===== config.mk =====
export PLATFORM = sky130hd
export DESIGN_NAME = spike_accumulator_array
export DESIGN_NICKNAME = d
export VERILOG_FILES = /design/src/rtl/spike_accumulator_array_pkg.sv /design/src/rtl/spike_counter_cell.sv /design/src/rtl/spike_accumulator_array.sv
export SDC_FILE = /design/constraint.sdc
export NUM_CORES = 1
export LEC_CHECK = 0
export ABC_AREA = 1
export BUFFER_PORTS_ARGS = -buffer_cell sky130_fd_sc_hd__buf_2
export CORE_MARGIN = 4
export CORE_UTILIZATION = 30
export DETAILED_ROUTE_END_ITERATION = 8
export SLEW_MARGIN = 0
export SYNTH_ARGS = -nofsm -noshare
export SYNTH_HDL_FRONTEND = slang
export SYNTH_SLANG_ARGS = --single-unit

===== constraint.sdc =====
create_clock -name clk -period 12.5 [get_ports clk]
set_clock_uncertainty 0.1 [all_clocks]
set_input_delay 1.875 -clock clk [delete_from_list [all_inputs] [get_ports clk]]
set_output_delay 1.875 -clock clk [all_outputs]
set_load 0.05 [all_outputs]

===== src/rtl/spike_accumulator_array_pkg.sv =====
// Shared types and helpers for the spike accumulator array.
package spike_accumulator_array_pkg;

  typedef enum logic {
    ST_IDLE,
    ST_STREAM
  } rd_state_e;

  // Channel-index width; a single channel still needs one bit.
  function automatic int unsigned chan_width(input int unsigned n);
    return (n > 1) ? $clog2(n) : 1;
  endfunction

endpackage


===== src/rtl/spike_counter_cell.sv =====
// One spike counter with optional clamp; exposes this cycle's incremented value for snapshots.
module spike_counter_cell #(
  parameter int unsigned DATA_WIDTH = 16,
  parameter bit          SATURATE   = 1'b1
) (
  input  logic                  clk,
  input  logic                  rst,
  input  logic                  i_clear,
  input  logic                  i_en,
  input  logic                  i_spike,
  input  logic                  i_close,
  output logic [DATA_WIDTH-1:0] o_count_nxt_c,
  output logic                  o_sat_nxt_c
);

  logic [DATA_WIDTH-1:0] r_count;
  logic                  r_sat;
  logic                  w_full;

  // Value after counting this cycle's spike; a clamped spike only raises sat.
  always_comb begin
    w_full        = &r_count;
    o_count_nxt_c = r_count;
    o_sat_nxt_c   = r_sat;
    if (i_en && i_spike) begin
      if (SATURATE && w_full) begin
        o_sat_nxt_c = 1'b1;
      end else begin
        o_count_nxt_c = r_count + DATA_WIDTH'(1);
      end
    end
  end

  always_ff @(posedge clk or posedge rst) begin
    if (rst) begin
      r_count <= '0;
      r_sat   <= 1'b0;
    end else if (i_clear) begin
      r_count <= '0;
      r_sat   <= 1'b0;
    end else if (i_en) begin
      if (i_close) begin
        r_count <= '0;
        r_sat   <= 1'b0;
      end else begin
        r_count <= o_count_nxt_c;
        r_sat   <= o_sat_nxt_c;
      end
    end
  end

endmodule


===== src/rtl/spike_accumulator_array.sv =====
// Windowed per-channel spike counters with a snapshot bank streamed out one channel per beat.
module spike_accumulator_array
  import spike_accumulator_array_pkg::*;
#(
  parameter int unsigned NUM_CHANNELS = 8,
  parameter int unsigned DATA_WIDTH   = 16,
  parameter int unsigned WINDOW_LEN   = 256,
  parameter int unsigned SATURATE     = 1
) (
  input  logic                                  clk,
  input  logic                                  rst,
  input  logic                                  en,
  input  logic [NUM_CHANNELS-1:0]               spikes,
  input  logic                                  clear,
  output logic                                  out_valid,
  input  logic                                  out_ready,
  output logic [chan_width(NUM_CHANNELS)-1:0]   out_channel,
  output logic [DATA_WIDTH-1:0]                 out_count,
  output logic                                  out_sat,
  output logic                                  out_last,
  output logic                                  overrun
);

  localparam int unsigned CW = chan_width(NUM_CHANNELS);
  localparam int unsigned TW = (WINDOW_LEN > 1) ? $clog2(WINDOW_LEN) : 1;

  logic [TW-1:0]         r_timer;
  logic                  w_close;
  logic [DATA_WIDTH-1:0] w_cnt_nxt [NUM_CHANNELS];
  logic [NUM_CHANNELS-1:0] w_sat_nxt;
  logic [DATA_WIDTH-1:0] r_snap_cnt [NUM_CHANNELS];
  logic [NUM_CHANNELS-1:0] r_snap_sat;
  rd_state_e             r_state;
  rd_state_e             w_state_nxt;
  logic [CW-1:0]         r_idx;
  logic [CW-1:0]         w_idx_nxt;
  logic                  w_load;
  logic                  w_accept;
  logic                  w_stream_nxt;
  logic [DATA_WIDTH-1:0] w_beat_cnt;
  logic                  w_beat_sat;

  assign w_close  = en && (r_timer == TW'(WINDOW_LEN - 1));
  assign w_accept = out_valid && out_ready;

  for (genvar g = 0; g < NUM_CHANNELS; g++) begin : g_cell
    spike_counter_cell #(
      .DATA_WIDTH (DATA_WIDTH),
      .SATURATE   (SATURATE != 0)
    ) u_cell (
      .clk           (clk),
      .rst           (rst),
      .i_clear       (clear),
      .i_en          (en),
      .i_spike       (spikes[g]),
      .i_close       (w_close),
      .o_count_nxt_c (w_cnt_nxt[g]),
      .o_sat_nxt_c   (w_sat_nxt[g])
    );
  end

  always_ff @(posedge clk or posedge rst) begin
    if (rst) begin
      r_timer <= '0;
    end else if (clear) begin
      r_timer <= '0;
    end else if (en) begin
      r_timer <= w_close ? '0 : r_timer + TW'(1);
    end
  end

  // Readout next-state; a close while streaming is dropped (only overrun records it).
  always_comb begin
    w_state_nxt = r_state;
    w_idx_nxt   = r_idx;
    w_load      = 1'b0;
    if (clear) begin
      w_state_nxt = ST_IDLE;
      w_idx_nxt   = '0;
    end else begin
      case (r_state)
        ST_IDLE: begin
          if (w_close) begin
            w_state_nxt = ST_STREAM;
            w_idx_nxt   = '0;
            w_load      = 1'b1;
          end
        end
        ST_STREAM: begin
          if (w_accept) begin
            if (r_idx == CW'(NUM_CHANNELS - 1)) begin
              w_state_nxt = ST_IDLE;
              w_idx_nxt   = '0;
            end else begin
              w_idx_nxt = r_idx + CW'(1);
            end
          end
        end
        default: begin
          w_state_nxt = ST_IDLE;
          w_idx_nxt   = '0;
        end
      endcase
    end
    w_stream_nxt = (w_state_nxt == ST_STREAM);
    w_beat_cnt   = w_load ? w_cnt_nxt[w_idx_nxt] : r_snap_cnt[w_idx_nxt];
    w_beat_sat   = w_load ? w_sat_nxt[w_idx_nxt] : r_snap_sat[w_idx_nxt];
  end

  always_ff @(posedge clk or posedge rst) begin
    if (rst) begin
      r_state     <= ST_IDLE;
      r_idx       <= '0;
      out_valid   <= 1'b0;
      out_channel <= '0;
      out_count   <= '0;
      out_sat     <= 1'b0;
      out_last    <= 1'b0;
    end else begin
      r_state     <= w_state_nxt;
      r_idx       <= w_idx_nxt;
      out_valid   <= w_stream_nxt;
      out_channel <= w_stream_nxt ? w_idx_nxt : '0;
      out_count   <= w_stream_nxt ? w_beat_cnt : '0;
      out_sat     <= w_stream_nxt && w_beat_sat;
      out_last    <= w_stream_nxt && (w_idx_nxt == CW'(NUM_CHANNELS - 1));
    end
  end

  always_ff @(posedge clk or posedge rst) begin
    if (rst) begin
      for (int i = 0; i < NUM_CHANNELS; i++) begin
        r_snap_cnt[i] <= '0;
      end
      r_snap_sat <= '0;
    end else if (w_load) begin
      for (int i = 0; i < NUM_CHANNELS; i++) begin
        r_snap_cnt[i] <= w_cnt_nxt[i];
      end
      r_snap_sat <= w_sat_nxt;
    end
  end

  always_ff @(posedge clk or posedge rst) begin
    if (rst) begin
      overrun <= 1'b0;
    end else if (clear) begin
      overrun <= 1'b0;
    end else if (w_close && (r_state == ST_STREAM)) begin
      overrun <= 1'b1;
    end
  end

endmodule


== After elaboration in Yosys (flattened, before gate mapping) ==
Cells that the tools add are included.
Word-level totals
  flip-flop bits (word level): 306
  output and inout port bits: 23
  word-level logic and storage cells: 184
Cells by class
  $add $sub $neg: 10
  magnitude comparators: 2
  equal/unequal tests: 3
  muxes and demuxes: 111
  bitwise gates (word level): 2
  reduce and logical (&&, ||, !) cells: 23
Operators with widths (number)
  2-to-1 mux 16 bit: 46
  adder 16 x 1 -> 16 bit, second input constant: 8
  AND reduction 16 bit: 8
  binary-select mux 16 bit (select 3 bit): 2
  2-to-1 mux 1 bit: 51
  2-to-1 mux 8 bit: 3
  2-to-1 mux 3 bit: 5
  logical AND 1 bit: 13
  adder 8 x 1 -> 8 bit, second input constant: 1
  == test 8 bit, second input constant: 1
  binary-select mux 1 bit (select 3 bit): 2
  == test 3 bit, second input constant: 2
  one-hot mux 3 bit (2 select lines): 1
  >= comparator 4 bit, second input constant: 1
  < comparator 3 x 4 -> 1 bit, second input constant: 1
  NOT 3 -> 4 bit: 1
  nonzero test 2 bit: 2
  adder 3 x 1 -> 3 bit, second input constant: 1
  one-hot mux 1 bit (2 select lines): 1
  NOT 1 bit: 1

== Depth between registers and ports, before layout ==
Gate-level depths: netlist (run 1).
  depth in word-level cells: 11
  mapped depth: 14

== Cells and area by module ==
A second synthesis (run 1) with hierarchy kept.
Unflattened totals
  cell total of the unflattened synthesis: 2920
  area total of the unflattened synthesis: 19403.6 sq um
Modules (own cells, without submodules)
  spike_counter_cell: instances 8, cells each 225, area each 1376.3 sq um
  spike_accumulator_array: instances 1, cells each 1120, area each 8393.0 sq um

== Worst setup path before layout (run 1) ==
Ideal clock, no wire load.
  kind: input to register
  start: input port clear
  end: register out_count[14]
  setup time: 114 ps
  arrival: 3143 ps
  required time: 12286 ps
  slack: 9142 ps
  cell stages on the path: 13
  buffers on the path: 3
  path through: buf_2 -> inv_2 -> o21ai_1 -> nor2_4 -> nand2_4 -> buf_6 -> buf_4 -> o21ai_1 -> nand2_1 -> nand3_1 -> nand3_1 -> nand3_1 -> inv_1
On the way
  cells in the longest elaborated chain, start to end: 7
  elaborated cells between the ends (all ways): 12
RTL lines
  start, declared: line spike_accumulator_array.sv:14  | input logic clear,
  2-to-1 mux 3 bit: line spike_accumulator_array.sv:77  | if (clear) begin
  NOT 3 -> 4 bit (implied by the code): line spike_accumulator_array.sv:106  | w_beat_cnt = w_load ? w_cnt_nxt[w_idx_nxt] : r_snap_cnt[w_idx_nxt];
  binary-select mux 16 bit (select 3 bit): line spike_accumulator_array.sv:106
  2-to-1 mux 16 bit (implied by the code) (2 in a row): line spike_accumulator_array.sv:106
  2-to-1 mux 16 bit: line spike_accumulator_array.sv:106
  2-to-1 mux 16 bit (*): line spike_accumulator_array.sv:124  | out_count <= w_stream_nxt ? w_beat_cnt : '0;
  end signal, assigned: line spike_accumulator_array.sv:124
  end, declared: line spike_accumulator_array.sv:18  | output logic [DATA_WIDTH-1:0] out_count,
Every way passes the cells marked *; elsewhere a longest branch is shown, timed or not. The select of a mux whose other input is x is not followed.
A chain may end at the register's enable or synchronous reset.

== Worst setup path after layout (run 1) ==
  start: input port en
  end: register r_snap_cnt[42] in the netlist's numbering
On the way
  cells in the longest elaborated chain, start to end: 4
  elaborated cells between the ends (all ways): 6
RTL lines
  start, declared: line spike_accumulator_array.sv:12  | input logic en,
  logical AND 1 bit: line spike_accumulator_array.sv:43  | assign w_close = en && (r_timer == TW'(WINDOW_LEN - 1));
  2-to-1 mux 1 bit: line spike_accumulator_array.sv:83  | if (w_close) begin
  2-to-1 mux 1 bit: line spike_accumulator_array.sv:81  | case (r_state)
  2-to-1 mux 1 bit: line spike_accumulator_array.sv:77
  end signal, assigned by index: line spike_accumulator_array.sv:138  | r_snap_cnt[i] <= w_cnt_nxt[i];
  end, declared: line spike_accumulator_array.sv:31  | logic [DATA_WIDTH-1:0] r_snap_cnt [NUM_CHANNELS];
Several ways; a longest one is shown, not always the timed one.

==> results.ini, run 1 <==
[setup_path]
crit_chain=buf_2, nand3_2, inv_4, nand3_4, buf_4, nand2_1, o21ai_0
required_ps=12740
cpPeakStageDelay_ps=960
path_max_fanout=118
start_kind=input port
slowest_stage=nand3_4
criticalPathCategory=in2reg
endpoint_kind=flip-flop
cp_data_arrival_time_ps=5570

[sta]
max_slew_margin_pct=22.9
period_minus_slack_ps=5330
setup_viol=0
fmax_mhz=187
hold_viol=0
hold_ws_ps=382
fin_crit_sh_pct=42.7
rsz0062_at_grt=false
fin_setup_tns_ps=0
worst_slew_pin_slew_ps=1160
finalWorstSetupSlack_ps=7170
slew_violations=0

[global_route]
overflow=0
grt_pass1_wl_um=69000
grt_pass1_vias=12477
grt_max_degree=121
grtUsageTotal_pct=15.8
antenna_found_initial=0

[placement]
dp_hpwl_um=29300
place.gp.congestion=0.885
io_buffers=35
preCtsSetupSlack_ps=6620
placed_cells=2519

[finish]
area_delta_synth_final_pct=12.0
final_nets=1908
instances_no_fill=2580
drive_gt1_share_pct=6.55
antennaDiodeCount=0

[pwr]
power_density_mw_per_mm2=121
peakVddDrop_mv=0.0742
p_leak_nw=7.78

[clock_tree]
cts_sinks=306
cts_hold_buf=0
htreeDepth=2
ctsLongestPathBuffers=3
cts_resized=0
clock-root-buffer=clkbuf_16
numCtsBuffers=35
clk_latency_ps=530
clk_pin_slew_worst_paths_ps=60
post_cts_buffers=0
cts_tree=yes

[routing]
drt-total-wl_um=42800
ant_nets=0
drt-vias-per-instance=5.00
first_pass_iters=5
wire_per_inst_um=16.6
route.detailed.drc=0
vias=12905
drt_first_iter_violations=1029

[synthesis]
async_flop_share_pct=100
yosysMostFrequentCell=nand2_1
ys_ff_latch=306
synth_top_cell_by_area=dfrtp_1
synth_top_area_share_pct=50.4
syn_inst=1889
synth-main-ff-cell=dfrtp_1
syn_area_per_cell_um2=8.05
yosysSeqAreaShare_pct=50.4
synth-edff-count=0
ys_warn_count=0
ys_top_cells_by_area=dfrtp_1, nand2_1, nand3_1
syn_area_mm2=0.0152
yosys-top-cells-count=nand2_1, dfrtp_1, nand3_1
yosysUniqueCellTypes=38
synthesis.nets=1913

[floorplan]
core_area_mm2=0.0502
pin_count=36
die_w_um=233
die_h_um=233
initial_core_util_pct=30.3
placementRows=82
fp.dieArea_mm2=0.0543

[flow_run]
maxCapViolations=0

[hold_path]
hp-class=reg2reg

[run_status]
run_status=completed

worst max-delay path, delay by kind of cell:
| kind | cells | cell delay, ps |
|---|---|---|
| and+or+nand+nor | 3 | 1590 |
| AOI/OAI and AO/OA | 1 | 120 |
| buffers and inverters | 3 | 1800 |
sequential cells by signal, indices dropped and copies added, names as in the netlist:
signal,flops
g_cell.u_cell.r_count,128
r_snap_cnt,128
out_count,16
g_cell.u_cell.r_sat,8
r_snap_sat,8
r_timer,8
out_channel,3
r_idx,3
out_last,1
out_sat,1
overrun,1
r_state,1
cell usage in the layout (no fill, tap or decap), types with 2 or more instances in the layout:
master and n:
nand2_1 464, clkbuf_8 8, clkinv_2 3, buf_4 11, a21oi_1 23, nor2_1 173
buf_2 34, nor2_4 2, nor4_1 5, mux2i_1 6, nand4_1 31, o21ai_0 154
inv_1 145, nand2_2 2, ha_1 11, xnor2_1 37, or2_2 11, nor3_2 2
nand3_1 176, clkbuf_1 11, o21a_1 13, o21ai_1 5, nand3_2 2, inv_2 5
nor3_1 150, clkbuf_16 37, nand3b_1 6, and2_1 2, dfrtp_1 306, xor2_1 59
path summary, 6_finish.rpt:
check	from	to	slack, ps	cells past startpoint
min in group asynchronous	rst	g_cell[2].u_cell.r_count[6]$_DFFE_PP0P_	1430	2
setup reg to reg	r_timer[1]$_DFFE_PP0P_	r_snap_cnt[42]$_DFFE_PP0N_	8230	9
hold / removal	r_snap_cnt[13]$_DFFE_PP0N_	r_snap_cnt[13]$_DFFE_PP0N_	380	2
max in group asynchronous	rst	out_channel[1]$_DFF_PP0_	9400	3
hold reg to reg	r_snap_cnt[13]$_DFFE_PP0N_	r_snap_cnt[13]$_DFFE_PP0N_	380	2
setup / recovery	en	r_snap_cnt[42]$_DFFE_PP0N_	7170	7
area by class of cell:
cell class / count / area (um2)
fill: 5172 / 33100
clock buffer: 56 / 1080
timing repair buffer: 45 / 253
multi-input combinational: 1344 / 6600
sequential: 306 / 7660
tap: 672 / 841
clock inverter: 5 / 31.3
inverter: 152 / 581
per-layer routing:
layer,vias up,track usage (%),wire [um]
met5,-,0,0
met4,0,6.13,1680
met3,91,2.78,2400
met2,382,24.9,19600
met1,6275,21.8,19200
li1,6157,-,-
where the power goes:
group / internal [W] / total (W) / leakage, nW / switching, W
clock network: 0.000589 / 0.000995 / 0.542 / 0.000406
logic: 0.0000119 / 0.0000622 / 2.99 / 0.0000502
registers: 0.000996 / 0.00100 / 4.25 / 0.00000550
total: 0.00160 / 0.00206 / 7.78 / 0.000462
logic make-up (layout without fill, tap and decap cells):
logic type,count (synthesis),count (layout),synth area share [%]
AO/OA/AOI/OAI,199,199,6.82
buffers and inverters,239,258,6.34
multiplexers,6,6,0.395
XOR/XNOR,96,96,5.53
adder cells (fa/ha/maj),11,11,0.905
flip-flops,306,306,50.4
AND/OR/NAND/NOR,1032,1032,29.6
through the flow:
stage	util (%)	area, um2	total power (W)
final	34.0	17000	0.00206
after CTS	34.0	17000	0.00208
after global routing	34.0	17000	0.00213
after detailed placement	31.7	15900	0.00108
after floorplan	-	15200	0.00106
after global placement	31.7	15900	0.00108
(Power assumes the default switching activity.)
==> run 2: changes to the inputs <==
--- a/config.mk
+++ b/config.mk
@@ -5,7 +5,7 @@
 export SDC_FILE = /design/constraint.sdc
 export NUM_CORES = 1
 export LEC_CHECK = 0
-export ABC_AREA = 1
+export ABC_AREA = 0
 export BUFFER_PORTS_ARGS = -buffer_cell sky130_fd_sc_hd__buf_2
 export CORE_MARGIN = 4
 export CORE_UTILIZATION = 30
==> constraint.sdc (replaced) <==
create_clock -name clk -period 4.4 [get_ports clk]
set_clock_uncertainty 0.1 [all_clocks]
set_input_delay 0.66 -clock clk [delete_from_list [all_inputs] [get_ports clk]]
set_output_delay 0.66 -clock clk [all_outputs]
set_load 0.05 [all_outputs]
==> run 2 against run 1 <==
Wire length grew 4.5%; critical endpoint is now out_count[12]$_DFF_PP0_; highest routed layer is now met5; die area grew 4.6%; cell count shrank 5.5%; flip-flop and latch count is the same; core utilization is essentially flat; sequential power grew to 2.8 times the previous value; clock power grew to 3.0 times the previous value; worst setup slack lost 6300 ps; combinational power grew to 3.6 times the previous value; synthesized cell count shrank 8.0%; via count grew 1.5%; non-clock buffer count grew 14.
==> results.ini, run 2 <==
[clock_tree]
htreeDepth=2  ; unchanged
cts_resized=0  ; unchanged
cts_sinks=306  ; unchanged
clock-root-buffer=clkbuf_16
clk_latency_ps=530  ; about the same
cts_tree=yes
numCtsBuffers=37  ; +5.7%
clk_pin_slew_worst_paths_ps=60  ; about the same
ctsLongestPathBuffers=3  ; unchanged

[setup_path]
reg2reg_slack_ps=850  ; -7380 ps
required_ps=4710  ; -8030 ps
r2r_start=r_timer[0]$_DFFE_PP0P_
criticalPathCategory=reg2reg
worst-r2r-cell-count=7  ; -2
start_kind=flip-flop
cp-startpoint=r_timer[0]$_DFFE_PP0P_
cp_data_arrival_time_ps=3860  ; -1710 ps
path_max_fanout=35  ; -70%
r2r-end=out_count[12]$_DFF_PP0_
endpoint_kind=flip-flop

[routing]
drt_first_iter_violations=1250  ; +21%
wire_per_inst_um=18.4  ; +11%
drt-vias-per-instance=5.37  ; +7.4%
vias=13100  ; +1.5%
ant_nets=0  ; unchanged
drt-total-wl_um=44800  ; +4.5%
first_pass_iters=5  ; unchanged
route.detailed.drc=0  ; unchanged

[global_route]
grt_pass1_vias=12434  ; -0.34%
grt_pass1_wl_um=71200  ; +3.3%
use_met2_pct=23.9  ; -1.0 points
antenna_found_initial=2  ; +2
grt_max_degree=108  ; -11%
overflow=0  ; unchanged
busiest_layer=met2
gr-usage-met3_pct=3.20  ; +0.42 points
grtUsageTotal_pct=15.6  ; -0.28 points
met1_usage_pct=22.0  ; +0.24 points

[synthesis]
syn_area_mm2=0.0159  ; +4.7%
synth_top_area_share_pct=48.1  ; -2.3 points
syn_inst=1738  ; -8.0%
async_flop_share_pct=100  ; unchanged
ys_ff_latch=306  ; unchanged
syn_area_per_cell_um2=9.16  ; +14%
yosysUniqueCellTypes=69  ; +82%
synth_top_cell_by_area=dfrtp_1
yosysSeqAreaShare_pct=48.1  ; -2.3 points
ys_warn_count=0  ; unchanged
yosys-top-cells-count=dfrtp_1, nand2_1, o21ai_0
synth-edff-count=0  ; unchanged
yosysMostFrequentCell=dfrtp_1
ys_top_cells_by_area=dfrtp_1, o21ai_0, nand2_1
synthesis.nets=1762  ; -7.9%
synth-main-ff-cell=dfrtp_1

[finish]
final_nets=1748  ; -8.4%
reg.largest.list=g_cell.u_cell.r_count: 128 flops, r_snap_cnt: 128 flops, out_count: 16 flops
fin_area_mm2=0.0179  ; +4.8%
instances_no_fill=2438  ; -5.5%
area_delta_synth_final_pct=12.1  ; about the same
mostFrequentLayoutCell=dfrtp_1
drive_gt1_share_pct=8.52  ; +2.0 points
final_cell_mix=dfrtp_1, nand2_1, o21ai_0

[placement]
dp_hpwl_um=30400  ; +3.7%
placed_cells=2372  ; -5.8%
io_buffers=35  ; unchanged
placed_area_mm2=0.0167  ; +4.8%
place.gp.congestion=0.852  ; -3.8%

[pwr]
peakVddDrop_mv=0.197  ; +170%
p_leak_nw=7.36  ; -5.4%
total_power_w=0.00600  ; +190%
power_density_mw_per_mm2=336  ; +180%

[hold_path]
min_to=r_snap_cnt[80]$_DFFE_PP0N_
hp-class=reg2reg
hold_depth=2  ; unchanged
worstHoldStart=r_snap_cnt[80]$_DFFE_PP0N_

[floorplan]
core_area_mm2=0.0526  ; +4.7%
die_h_um=238  ; +2.3%
die_w_um=238  ; +2.3%
placementRows=84  ; +2.4%
fp.dieArea_mm2=0.0568  ; +4.6%
pin_count=36  ; unchanged
initial_core_util_pct=30.3  ; about the same

[sta]
setup_viol=0  ; unchanged
slew_violations=0  ; unchanged
hold_viol=0  ; unchanged
fmax_mhz=282
max_slew_margin_pct=17.5  ; -5.4 points
worst_slew_pin_slew_ps=1240  ; +80.9 ps
fin_crit_sh_pct=80.7
period_minus_slack_ps=3550
rsz0062_at_grt=false
hold_ws_ps=373  ; -9.17 ps

[flow_run]
maxCapViolations=0  ; unchanged

[run_status]
run_status=completed

[run 2: cell types whose count changed in the layout (fill, tap and decap cells not counted), sizes merged, moves of 25 or more]
| cell | previous run | this run |
|---|---|---|
| nand2 | 467 | 285 |
| nor3 | 152 | 24 |
| nand3 | 179 | 54 |
| inv | 152 | 34 |
| nor2 | 176 | 89 |
| o21ai | 159 | 232 |
| a21oi | 23 | 79 |
| mux2i | 6 | 57 |
| a31oi | 0 | 32 |
| a211oi | 1 | 26 |
[run 2: worst max-delay path, cell delays in order, from the launching register on]
cell	delay, ps
dfrtp_1	410
ha_1	310
nand2_1	320
or3_1	370
o21a_2	950
mux2i_1	460
a21oi_1	160
a221o_1	330
[run 2: area by class of cell]
cell class	count	area, um2
antenna	2	5.00
clock buffer	51	1090
clock inverter	12	66.3
fill	5340	34700
inverter	34	131
multi-input combinational	1286	7640
sequential	306	7660
tap	688	861
timing repair buffer	59	408
[run 2: per-stage QoR]
| step | setup WS (ps) | TNS (ps) | util [%] |
|---|---|---|---|
| 6_report | 850 | 0 | 34.0 |
| 5_1_grt | 755 | 0 | 34.0 |
| 4_1_cts | 932 | 0 | 34.0 |
| 3_5_place_dp | 878 | 0 | 31.8 |
| 3_3_place_gp | 878 | 0 | 31.8 |
| 2_1_floorplan | -431 | -131880 | - |
[run 2: power breakdown]
group / total [W] / leakage, nW / internal, W / switching (W)
logic: 0.000222 / 2.50 / 0.0000482 / 0.000173
clock network: 0.00294 / 0.581 / 0.00173 / 0.00122
registers: 0.00283 / 4.27 / 0.00282 / 0.0000105
total: 0.00600 / 7.36 / 0.00460 / 0.00140
[run 2: worst max-delay path by stage]
| stage | endpoint | slack, ps | depth (start not counted) |
|---|---|---|---|
| 5_1_grt | out_count[11]$_DFF_PP0_ | 760 | 7 |
| 3_5_place_dp | out_count[11]$_DFF_PP0_ | 880 | 7 |
| 2_1_floorplan | g_cell[0].u_cell.r_count[0]$_DFFE_PP0P_ | -430 | 1 |
| 6_report | out_count[12]$_DFF_PP0_ | 850 | 7 |
| 3_3_place_gp | out_count[11]$_DFF_PP0_ | 880 | 7 |
| 4_1_cts | out_count[11]$_DFF_PP0_ | 930 | 7 |
[run 2: cells by family after synthesis]
family,share of synthesized area [%]
AO/OA/AOI/OAI,18.4
XOR/XNOR,5.12
adder cells (fa/ha/maj),0.864
buffers and inverters,4.05
flip-flops,48.1
multiplexers,4.24
AND/OR/NAND/NOR,19.3
[run 2: per-layer routing]
| layer | vias up | share of wire [%] |
|---|---|---|
| li1 | 6206 | - |
| met1 | 6412 | 45 |
| met2 | 396 | 45 |
| met3 | 84 | 6.4 |
| met4 | 2 | 3.2 |
| met5 | - | 0.016 |
[run 2: timing repair]
action,4_1_cts,5_1_grt
hold endpoints to repair,5,0
hold buffers,1,0
buffers inserted,0,0
